==> config.mk <==
export PLATFORM = sky130hd
export DESIGN_NAME = hdmi_cfg_sequencer
export DESIGN_NICKNAME = d
export VERILOG_FILES = /design/src/rtl/hdmi_cfg_pkg.sv /design/src/rtl/hdmi_cfg_sequencer_delay.sv /design/src/rtl/hdmi_cfg_sequencer.sv
export SDC_FILE = /design/constraint.sdc
export NUM_CORES = 1
export LEC_CHECK = 0
export ABC_AREA = 1
export ABC_CLOCK_PERIOD_IN_PS = 4000
export CAP_MARGIN = 20
export CORE_ASPECT_RATIO = 0.7
export CORE_MARGIN = 2
export CORE_UTILIZATION = 55
export CTS_CLUSTER_SIZE = 8
export DETAILED_ROUTE_END_ITERATION = 8
export DONT_BUFFER_PORTS = 1
export GPL_TIMING_DRIVEN = 1
export PLACE_DENSITY = 0.75
export SYNTH_ARGS = -nofsm -noshare
export SYNTH_HDL_FRONTEND = slang
export SYNTH_HIERARCHICAL = 1
export SYNTH_SLANG_ARGS = --single-unit
==> constraint.sdc <==
create_clock -name clk_50 -period 4 [get_ports clk_50]
set_input_delay 0.8 -clock clk_50 [delete_from_list [all_inputs] [get_ports clk_50]]
set_output_delay 0.8 -clock clk_50 [all_outputs]
set_load 0.05 [all_outputs]
==> src/rtl/hdmi_cfg_pkg.sv <==
`default_nettype none
// ============================================================================
// Module : hdmi_cfg_pkg
// Brief  : Shared types and constants for the ADV7611 configuration sequencer.
//          The HDMI_CFG_VERIFY_EN macro adds the read-back verify states.
// Rev    : 1.0
// ============================================================================
package hdmi_cfg_pkg;

   localparam int CNT_W = 32;

   localparam int DEV_MSB = 23;
   localparam int DEV_LSB = 17;
   localparam int SUB_MSB = 15;
   localparam int SUB_LSB = 8;
   localparam int DAT_MSB = 7;

   localparam logic [6:0] END_MARKER  = 7'h00;
   localparam logic [7:0] I2C_LEN_ONE = 8'd1;

   typedef enum logic [3:0] {
      ST_RESET_HOLD   = 4'd0,
      ST_RESET_WAIT   = 4'd1,
      ST_FETCH        = 4'd2,
      ST_FETCH_WAIT   = 4'd3,
      ST_ISSUE        = 4'd4,
      ST_ACK_WAIT     = 4'd5,
      ST_XFER_WAIT    = 4'd6,
      ST_NEXT         = 4'd7,
      ST_DONE         = 4'd8
`ifdef HDMI_CFG_VERIFY_EN
      ,
      ST_VERIFY_ISSUE = 4'd9,
      ST_VERIFY_ACK   = 4'd10,
      ST_VERIFY_XFER  = 4'd11,
      ST_COMPARE      = 4'd12
`endif
   } cfg_state_t;

   // Counter value that makes a "count N cycles" state last exactly N cycles.
   function automatic logic [CNT_W-1:0] cnt_load(input int cycles);
      return (cycles <= 0) ? '0 : CNT_W'(cycles - 1);
   endfunction

   function automatic logic [7:0] sat_inc(input logic [7:0] v);
      return (v == 8'hFF) ? v : v + 8'd1;
   endfunction

endpackage
`default_nettype wire

==> src/rtl/hdmi_cfg_sequencer_delay.sv <==
`default_nettype none
// ============================================================================
// Module : cfg_delay_counter
// Brief  : Loadable down-counter with zero flag; holds at zero.
// Rev    : 1.0
// ============================================================================
module cfg_delay_counter
   import hdmi_cfg_pkg::*;
#(
   parameter logic [CNT_W-1:0] INIT_VAL = '0
) (
   input  logic             clk,
   input  logic             rst_n,
   input  logic             i_load,
   input  logic [CNT_W-1:0] i_load_val,
   input  logic             i_dec,
   output logic             o_zero
);

   logic [CNT_W-1:0] r_count;

   always_ff @(posedge clk or negedge rst_n) begin
      if (!rst_n) begin
         r_count <= INIT_VAL;
      end else if (i_load) begin
         r_count <= i_load_val;
      end else if (i_dec && (r_count != '0)) begin
         r_count <= r_count - CNT_W'(1);
      end
   end

   assign o_zero = (r_count == '0);

endmodule
`default_nettype wire

==> src/rtl/hdmi_cfg_sequencer.sv <==
`default_nettype none
// ============================================================================
// Module : hdmi_cfg_sequencer
// Brief  : Boot-time ADV7611 register loader driving an I2C master.
//          Define HDMI_CFG_VERIFY_EN to read back and compare every write.
// Rev    : 1.0
// ============================================================================
module hdmi_cfg_sequencer
   import hdmi_cfg_pkg::*;
#(
   parameter int NUM_ENTRIES       = 315,
   parameter int ROM_AW            = 12,
   parameter int RESET_CYCLES      = 500000,
   parameter int POST_RESET_CYCLES = 250000,
   parameter int ACK_TIMEOUT       = 1024
) (
   input  logic              clk_50,
   input  logic              rst_n,
   input  logic              start,
   output logic [ROM_AW-1:0] rom_addr,
   input  logic [23:0]       rom_data,
   output logic              i2c_req,
   output logic              i2c_wr,
   output logic [7:0]        i2c_len,
   output logic [6:0]        i2c_dev_addr,
   output logic [7:0]        i2c_sub_addr,
   output logic [7:0]        i2c_tx,
   input  logic [7:0]        i2c_rx,
   input  logic              i2c_busy,
   input  logic              i2c_de,
   output logic              rx_reset_n,
   output logic              done,
   output logic [7:0]        err_count,
   output logic [ROM_AW-1:0] entry_idx
);

   localparam logic [ROM_AW-1:0] c_num_idx = ROM_AW'(NUM_ENTRIES);

   cfg_state_t        r_state,      w_state;
   logic              r_rx_reset_n, w_rx_reset_n;
   logic              r_req,        w_req;
   logic              r_wr,         w_wr;
   logic [6:0]        r_dev,        w_dev;
   logic [7:0]        r_sub,        w_sub;
   logic [7:0]        r_tx,         w_tx;
   logic              r_done,       w_done;
   logic [7:0]        r_err,        w_err;
   logic [ROM_AW-1:0] r_idx,        w_idx;
   logic [ROM_AW-1:0] w_idx_inc;

   logic              w_cnt_load;
   logic [CNT_W-1:0]  w_cnt_val;
   logic              w_cnt_dec;
   logic              w_cnt_zero;

`ifdef HDMI_CFG_VERIFY_EN
   logic              r_de_q;
   logic [7:0]        r_rx_cap, w_rx_cap;
   logic              w_unused;
   assign w_unused = rom_data[16];
`else
   logic              w_unused;
   assign w_unused = ^{rom_data[16], i2c_rx, i2c_de};
`endif

   cfg_delay_counter #(
      .INIT_VAL (cnt_load(RESET_CYCLES))
   ) u_delay (
      .clk        (clk_50),
      .rst_n      (rst_n),
      .i_load     (w_cnt_load),
      .i_load_val (w_cnt_val),
      .i_dec      (w_cnt_dec),
      .o_zero     (w_cnt_zero)
   );

   assign w_idx_inc = r_idx + ROM_AW'(1);

   always_comb begin
      w_state      = r_state;
      w_rx_reset_n = r_rx_reset_n;
      w_req        = r_req;
      w_wr         = r_wr;
      w_dev        = r_dev;
      w_sub        = r_sub;
      w_tx         = r_tx;
      w_done       = r_done;
      w_err        = r_err;
      w_idx        = r_idx;
      w_cnt_load   = 1'b0;
      w_cnt_val    = '0;
      w_cnt_dec    = 1'b0;
`ifdef HDMI_CFG_VERIFY_EN
      w_rx_cap     = r_rx_cap;
`endif

      case (r_state)
         ST_RESET_HOLD: begin
            w_rx_reset_n = 1'b0;
            if (w_cnt_zero) begin
               w_rx_reset_n = 1'b1;
               w_cnt_load   = 1'b1;
               w_cnt_val    = cnt_load(POST_RESET_CYCLES);
               w_state      = ST_RESET_WAIT;
            end else begin
               w_cnt_dec = 1'b1;
            end
         end

         ST_RESET_WAIT: begin
            if (w_cnt_zero) begin
               if (NUM_ENTRIES == 0) begin
                  w_done  = 1'b1;
                  w_state = ST_DONE;
               end else begin
                  w_state = ST_FETCH;
               end
            end else begin
               w_cnt_dec = 1'b1;
            end
         end

         // rom_addr follows entry_idx, so the RAM samples it at the end of FETCH.
         ST_FETCH: w_state = ST_FETCH_WAIT;

         ST_FETCH_WAIT: begin
            if (rom_data[DEV_MSB:DEV_LSB] == END_MARKER) begin
               w_done  = 1'b1;
               w_state = ST_DONE;
            end else begin
               w_dev   = rom_data[DEV_MSB:DEV_LSB];
               w_sub   = rom_data[SUB_MSB:SUB_LSB];
               w_tx    = rom_data[DAT_MSB:0];
               w_state = ST_ISSUE;
            end
         end

         ST_ISSUE: begin
            if (!i2c_busy) begin
               w_req      = 1'b1;
               w_wr       = 1'b1;
               w_cnt_load = 1'b1;
               w_cnt_val  = cnt_load(ACK_TIMEOUT);
               w_state    = ST_ACK_WAIT;
            end
         end

         ST_ACK_WAIT: begin
            if (i2c_busy) begin
               w_req   = 1'b0;
               w_state = ST_XFER_WAIT;
            end else if (w_cnt_zero) begin
               w_req   = 1'b0;
               w_err   = sat_inc(r_err);
               w_state = ST_NEXT;
            end else begin
               w_cnt_dec = 1'b1;
            end
         end

         ST_XFER_WAIT: begin
            if (!i2c_busy) begin
`ifdef HDMI_CFG_VERIFY_EN
               w_state = ST_VERIFY_ISSUE;
`else
               w_state = ST_NEXT;
`endif
            end
         end

         ST_NEXT: begin
            w_idx = w_idx_inc;
            if (w_idx_inc == c_num_idx) begin
               w_done  = 1'b1;
               w_state = ST_DONE;
            end else begin
               w_state = ST_FETCH;
            end
         end

         ST_DONE: begin
            if (start) begin
               w_done       = 1'b0;
               w_err        = 8'd0;
               w_idx        = '0;
               w_rx_reset_n = 1'b0;
               w_cnt_load   = 1'b1;
               w_cnt_val    = cnt_load(RESET_CYCLES);
               w_state      = ST_RESET_HOLD;
            end
         end

`ifdef HDMI_CFG_VERIFY_EN
         ST_VERIFY_ISSUE: begin
            if (!i2c_busy) begin
               w_req      = 1'b1;
               w_wr       = 1'b0;
               // Seeded with a value that cannot match, so a read with no data strobe fails.
               w_rx_cap   = ~r_tx;
               w_cnt_load = 1'b1;
               w_cnt_val  = cnt_load(ACK_TIMEOUT);
               w_state    = ST_VERIFY_ACK;
            end
         end

         ST_VERIFY_ACK: begin
            if (i2c_busy) begin
               w_req   = 1'b0;
               w_state = ST_VERIFY_XFER;
            end else if (w_cnt_zero) begin
               w_req   = 1'b0;
               w_wr    = 1'b1;
               w_err   = sat_inc(r_err);
               w_state = ST_NEXT;
            end else begin
               w_cnt_dec = 1'b1;
            end
         end

         ST_VERIFY_XFER: begin
            if (i2c_de && !r_de_q) begin
               w_rx_cap = i2c_rx;
            end
            if (!i2c_busy) begin
               w_state = ST_COMPARE;
            end
         end

         ST_COMPARE: begin
            w_wr = 1'b1;
            if (r_rx_cap != r_tx) begin
               w_err = sat_inc(r_err);
            end
            w_state = ST_NEXT;
         end
`endif

         default: w_state = ST_RESET_HOLD;
      endcase
   end

   always_ff @(posedge clk_50 or negedge rst_n) begin
      if (!rst_n) begin
         r_state      <= ST_RESET_HOLD;
         r_rx_reset_n <= 1'b0;
         r_req        <= 1'b0;
         r_wr         <= 1'b1;
         r_dev        <= 7'd0;
         r_sub        <= 8'd0;
         r_tx         <= 8'd0;
         r_done       <= 1'b0;
         r_err        <= 8'd0;
         r_idx        <= '0;
      end else begin
         r_state      <= w_state;
         r_rx_reset_n <= w_rx_reset_n;
         r_req        <= w_req;
         r_wr         <= w_wr;
         r_dev        <= w_dev;
         r_sub        <= w_sub;
         r_tx         <= w_tx;
         r_done       <= w_done;
         r_err        <= w_err;
         r_idx        <= w_idx;
      end
   end

`ifdef HDMI_CFG_VERIFY_EN
   always_ff @(posedge clk_50 or negedge rst_n) begin
      if (!rst_n) begin
         r_de_q   <= 1'b0;
         r_rx_cap <= 8'd0;
      end else begin
         r_de_q   <= i2c_de;
         r_rx_cap <= w_rx_cap;
      end
   end
`endif

   assign rom_addr     = r_idx;
   assign entry_idx    = r_idx;
   assign i2c_req      = r_req;
   assign i2c_wr       = r_wr;
   assign i2c_len      = I2C_LEN_ONE;
   assign i2c_dev_addr = r_dev;
   assign i2c_sub_addr = r_sub;
   assign i2c_tx       = r_tx;
   assign rx_reset_n   = r_rx_reset_n;
   assign done         = r_done;
   assign err_count    = r_err;

endmodule
`default_nettype wire

==> metrics.csv <==
metric,value,unit
number of nets with antenna violations after detailed routing,0,
number of H-tree levels,3,
vias in the first global route,4703,
Worst-Skew Late Latency,350,ps
number of warning messages in the yosys log,6,
fraction of layout cells with a size suffix above 1,0.108,
count of unique library cells instantiated by Yosys,43,
final wirelength,13000,um
leak pwr,3.04,nW
setup slack after layout,510,ps
most frequent standard cell in the layout excluding fill and tap cells,sky130_fd_sc_hd__nand2_1,
Crit. End Element,flip-flop,
vias per std cell,5.43,
asr flop ratio synth,1.00,
Max Slew Vio Count,0,
worst r2r src,u_delay/r_count[0]$_DFFE_PN1P_,
Crit. Startpoint,u_delay/r_count[0]$_DFFE_PN1P_,
number of fill cells in the layout,893,
number of buffers added on ports,0,
Synth Register Bits,82,
first-pass iteration count of the detailed router,6,
post-CTS setup repair buffer count,0,
Cell Rows,30,
global routing usage on met2,0.415,
TritonCTS clock tree,yes,
initial antenna violation count,0,
data arrival at the endpoint of the critical path,3770,ps
M3 GR Usage,0.0664,
post-cts hold buffer count,0,
"Cell Chain, Critical Path","inv_1, ha_1, nand2_4, nor2_8, nand3_1, nor3_1, inv_1, nor2_1, inv_1, nand3_1, clkinv_1, nand2_4, nand2_1, o21ai_2",
portion of the post-synthesis area used by sequential elements,0.384,
Peak supply drop,0.268,mV
per-instance average area after synthesis,6.76,sq um
worst min path class,input pin to asynchronous set/reset pin,
vias after detailed routing,5072,
post-placement cell count,918,
pin count of the biggest net entering global routing,83,
total congestion overflow after global routing,0,
first-pass GRT wire length,22100,um
# Max-Cap Violations,0,
total power per unit cell area,326,nW/um^2
drc violations,0,
final weighted congestion in routability-driven placement,0.915,
Post-Syn Area,5380,sq um
per-cell routed wire length,13.9,um
filler-free cell count of the finished design,934,
critical path depth in cells,14,
post-route minimum period,3490,ps
run status,completed,
Layout Area Growth over Synthesis,7.10,%
max-slew headroom at the worst pin,0.310,
drt first-iter violations,485,
Worst Hold Slack,139,ps
unrepaired setup endpoints after global routing,false,
cell chosen for the clock root,sky130_fd_sc_hd__clkbuf_16,
kind of start point of the critical path,flip-flop,
met1 GRT Util,0.369,
highest cell delay on the worst timing path,550,ps
clk slew on worst S/H paths,70,ps
GRT Total Usage,0.264,
nets,842,
overall die area,10600,sq um
area share of the largest cell type after synthesis,0.330,
die extent in y,86.7,um
share of the clock period used by the worst path,0.872,
number of endpoints failing setup at the final stage,0,
I/O pins,104,
required time of the worst setup path,4280,ps
x dimension of the die,122,um
effective utilization at floorplan,0.560,
gate count of the mapped netlist,796,
most congested layer reported by global routing,met2,
largest buffer count on any clock path,2,
Worst Reg-to-Reg Cells,14,
leading register cell type out of synthesis,sky130_fd_sc_hd__dfrtp_1,
"commonest non-fill, non-tap cells in the layout","311 x sky130_fd_sc_hd__nand2_1, 85 x sky130_fd_sc_hd__nor2_1, 74 x sky130_fd_sc_hd__nand3_1",
sum of buffers and inverters on the critical path,4,
Hold Fails Final Rpt,0,
sink count of the clock tree,82,
largest area contributor in the synthesized netlist,sky130_fd_sc_hd__dfrtp_1,
worst-path maximum fanout,27,
minimum setup slack after placement,559,ps
number of gates resized after cts,0,
Worst Setup Path Type,flip-flop to flip-flop,
Worst Tran Pin Value,1030,ps
Worst Skew,7.41,ps
setup TNS after final layout,0,ps
Placeable Area,9610,sq um
critical path's slowest cell,sky130_fd_sc_hd__nand2_4,
gate family responsible for the most delay along the worst path,simple AND/OR/NAND/NOR gates,
fmax,0.287,GHz
most frequent cell on the critical path,sky130_fd_sc_hd__inv_1,
dominant cells by area after synthesis,"sky130_fd_sc_hd__dfrtp_1 33%, sky130_fd_sc_hd__nand2_1 22%, sky130_fd_sc_hd__nand3_1 6.9%",
HPWL after detailed placement,9330,um
number of clock buffers inserted by TritonCTS,9,
number of inserted diodes,0,
number of flops mapped to enable cells by yosys,0,
-- area by class of cell --
class	instances	area, sq um	share of cell area
multi-input combinational	620	2850	0.494
sequential	82	2070	0.359
inverter	79	297	0.0515
clock buffer	9	225	0.0391
tap	128	160	0.0278
clock inverter	7	97.6	0.0169
timing repair buffer	9	67.6	0.0117
-- worst paths after layout --
kind / to / slack (ps)
worst max-delay path: u_delay/r_count[14]$_DFFE_PN0P_ / 510
worst min-delay path: entry_idx[11]$_DFFE_PN0P_ / 140
worst max register to register: u_delay/r_count[14]$_DFFE_PN0P_ / 510
worst min register to register: u_delay/r_count[1]$_DFFE_PN1P_ / 510
max in group asynchronous: u_delay/r_count[3]$_DFFE_PN1P_ / 3600
min in group clk_50: u_delay/r_count[1]$_DFFE_PN1P_ / 510
-- kinds of logic after synthesis --
group | Yosys count | synth area share
AND/OR/NAND/NOR | 527 | 0.426
buffers and inverters | 116 | 0.102
flip-flops | 82 | 0.384
AO/OA/AOI/OAI | 60 | 0.0693
XOR/XNOR | 5 | 0.00814
adder cells (fa/ha/maj) | 4 | 0.00931
other | 2 | 0.00140
-- through the flow --
stage / util / total power [mW] / cell area, sq um
2_1_floorplan: - / 0.974 / 5460
3_3_place_gp: 0.566 / 0.982 / 5440
3_5_place_dp: 0.566 / 0.986 / 5440
4_1_cts: 0.599 / 1.89 / 5760
5_1_grt: 0.599 / 1.94 / 5760
6_report: 0.599 / 1.87 / 5760
-- Yosys cell counts (all sizes together), types with 2 or more instances --
cell type	number
a21oi	7
and2	2
buf	32
clkbuf	5
conb	2
dfrtp	71
dfstp	11
ha	4
inv	78
nand2	321
nand3	76
nand3b	3
nand4	16
nor2	100
nor3	4
o21ai	45
o22ai	2
or2	4
xnor2	2
xor2	3
-- state kept, by name, indices dropped and copies added (netlist names) --
register         count
i2c_sub_addr         8
r_state              4
i2c_tx               8
rx_reset_n           1
err_count            8
i2c_req              1
i2c_dev_addr         7
done                 1
entry_idx           12
u_delay/r_count     32
-- power by group --
group	internal, mW	leakage (nW)	switching [mW]
registers	0.849	0.999	0.0322
clock network	0.505	0.158	0.397
logic	0.0267	1.88	0.0658
total	1.38	3.04	0.495
-- layer usage --
layer | part of all wire | up-vias | wire (um)
met1 | 0.47 | 2343 | 6070
li1 | - | 2472 | -
met3 | 0.083 | 19 | 1080
met5 | 0 | - | 0
met2 | 0.44 | 238 | 5670
met4 | 0.010 | 0 | 132
Note: power is estimated with default switching activity, not from simulation.
==> variant (same settings) <==
`r_tx` no longer has a reset.
--- a/src/rtl/hdmi_cfg_sequencer.sv
+++ b/src/rtl/hdmi_cfg_sequencer.sv
@@ -249,3 +249,2 @@
          r_sub        <= 8'd0;
-         r_tx         <= 8'd0;
          r_done       <= 1'b0;
@@ -260,3 +259,2 @@
          r_sub        <= w_sub;
-         r_tx         <= w_tx;
          r_done       <= w_done;
@@ -265,2 +263,6 @@
       end
+   end
+
+   always_ff @(posedge clk_50) begin
+      r_tx <= w_tx;
    end
Check against the original RTL: same outputs for any inputs over 10 cycles, from zero or initial values and one cycle with rst_n low; that may be too few to reach the edited logic, so the function may still have changed.
==> variant against the original RTL <==
  * Cell area is 2.2% lower
  * Area after synthesis is 1.3% lower
  * Power is 7.0% lower
  * Sequential cell count stayed put
  * Synthesized cell count is 4.3% lower
  * Routed wire length is 0.21% lower
  * Clock skew is 0.68 ps higher
  * Setup slack better by 66 ps
  * Critical endpoint is now u_delay/r_count[0]
  * Largest cell class unchanged
  * Largest power group is now registers
==> variant: results (changes against the original RTL) <==
vias in the first global route - 4591 (was 4703)
Area Growth Syn to Fin - 6.20% (was 7.10%)
endpoint of the worst-slack reg-to-reg timing path - u_delay/r_count[0] (was u_delay/r_count[14])
top cells by count, synth - nand2_1 (283), nor2_1 (84), inv_1 (74) (was nand2_1 (311), nor2_1 (85), nand3_1 (74))
leakage - 2.97 nW (was 3.04 nW)
1st-iter DRT viols - 425 (was 485)
ClkCell Share - 5.31% (was 5.61%)
Reg-to-Reg Start - u_delay/r_count[0] (unchanged)
total track usage - 26.1% (was 26.4%)
pin count of the biggest net entering global routing - 75 (was 83)
Fin Clk Skew - 8.10 ps (was 7.41 ps)
first-pass GRT wire length - 21.8 mm (was 22.1 mm)
Placed Cells - 876 (was 918)
Slew headroom - 29.6% (was 31.0%)
Sw Pwr - 0.440 mW (was 0.495 mW)
Comb power - 0.0542 mW (was 0.0925 mW)
synth top area cells - dfrtp_1 (30%), nand2_1 (20%), nand3_1 (6.5%) (was dfrtp_1 (33%), nand2_1 (22%), nand3_1 (6.9%))
Netlist cell types - 45 (was 43)
status - complete, no violations (unchanged)
Post-Syn Area per Cell - 6.96 um^2 (was 6.76 um^2)
Non-CTS buffers - 5 (was 9)
reg2reg setup slack - 580 ps (was 510 ps)
routed via count - 4844 (was 5072)
Layout fillers - 856 (was 893)
P_clk - 0.829 mW (was 0.902 mW)
count of multi-input gates - 588 (was 620)
fraction of layout cells with a size suffix above 1 - 10.4% (was 10.8%)
Non-Filler Instances - 892 (was 934)
FFs w/ async S/R, synth - 90.2% (was 100%)
Non-CTS inverters - 77 (was 79)
Max rail drop VDD - 0.000293 V (was 0.000268 V)
Routed WL - 12.9 mm (was 13.0 mm)
EDFF count, synth - 8 (was 0)
DP Worst Slack - 630 ps (was 559 ps)
fraction of the yosys area taken by sequential cells - 39.7% (was 38.4%)
final instance area - 5640 um^2 (was 5760 um^2)
Crit path arrival time - 3700 ps (was 3770 ps)
multi-input logic portion of the cell area - 48.8% (was 49.4%)
Placed Area - 5340 um^2 (was 5440 um^2)
Non-clock buffering overhead - 0.666% (was 1.17%)
Reg area - 2110 um^2 (was 2070 um^2)
routability cong. - 0.923 (was 0.915)
hpwl dp - 9.33 mm (about the same)
combinational share of power - 3.1% (was 4.9%)
Hold WS - 146 ps (was 139 ps)
Clock Path Buffers - 2 (unchanged)
Post-layout nets - 804 (was 842)
## variant: changes by cell type in the layout (fill, tap and decap cells not counted), moves of 3 or more
cell / delta
nand2_1: -28
dfrtp_1: -8
edfxtp_1: +8
nand3_1: -5
buf_4: -4
inv_2: -4
nand2_4: +4
inv_6: +3
## variant: per-layer routing
| metal | vias to the layer above | part of all wire (%) | global-route usage, % |
|---|---|---|---|
| li1 | 2367 | - | - |
| met3 | 10 | 9.0 | 7.50 |
| met2 | 188 | 44 | 40.9 |
| met4 | 0 | 0.62 | 5.22 |
| met5 | - | 0 | 0 |
| met1 | 2279 | 47 | 36.6 |
## variant: kinds of logic (layout without fill, tap and decap cells)
family | count (synthesis) | count (layout) | share of synthesized area (%)
AO/OA/AOI/OAI | 62 | 62 | 7.36
XOR/XNOR | 3 | 3 | 0.495
adder cells (fa/ha/maj) | 4 | 4 | 0.943
AND/OR/NAND/NOR | 495 | 495 | 41.3
other | 2 | 24 | 0.142
flip-flops | 82 | 82 | 39.7
buffers and inverters | 114 | 98 | 10.1
## variant: worst max path at each step
stage                     slack [ps]                   to                from
after floorplan                 1220  u_delay/r_count[14]  u_delay/r_count[0]
after global placement           700  u_delay/r_count[10]  u_delay/r_count[0]
after detailed placement         630   u_delay/r_count[9]  u_delay/r_count[0]
after CTS                        560   u_delay/r_count[0]  u_delay/r_count[0]
after global routing             310   u_delay/r_count[6]  u_delay/r_count[0]
final                            580   u_delay/r_count[0]  u_delay/r_count[0]
## variant: critical path, stage by stage (launching register included)
cell and delay (ps):
dfstp_2 380, inv_1 150, ha_1 370, nand2_4 120, nor2_8 180, nand3_1 90, nor3_1 320, inv_1 140
nor2_1 290, inv_1 140, nand3_1 110, clkinv_1 360, nand2_4 480, nand2_1 130, o21ai_2 80
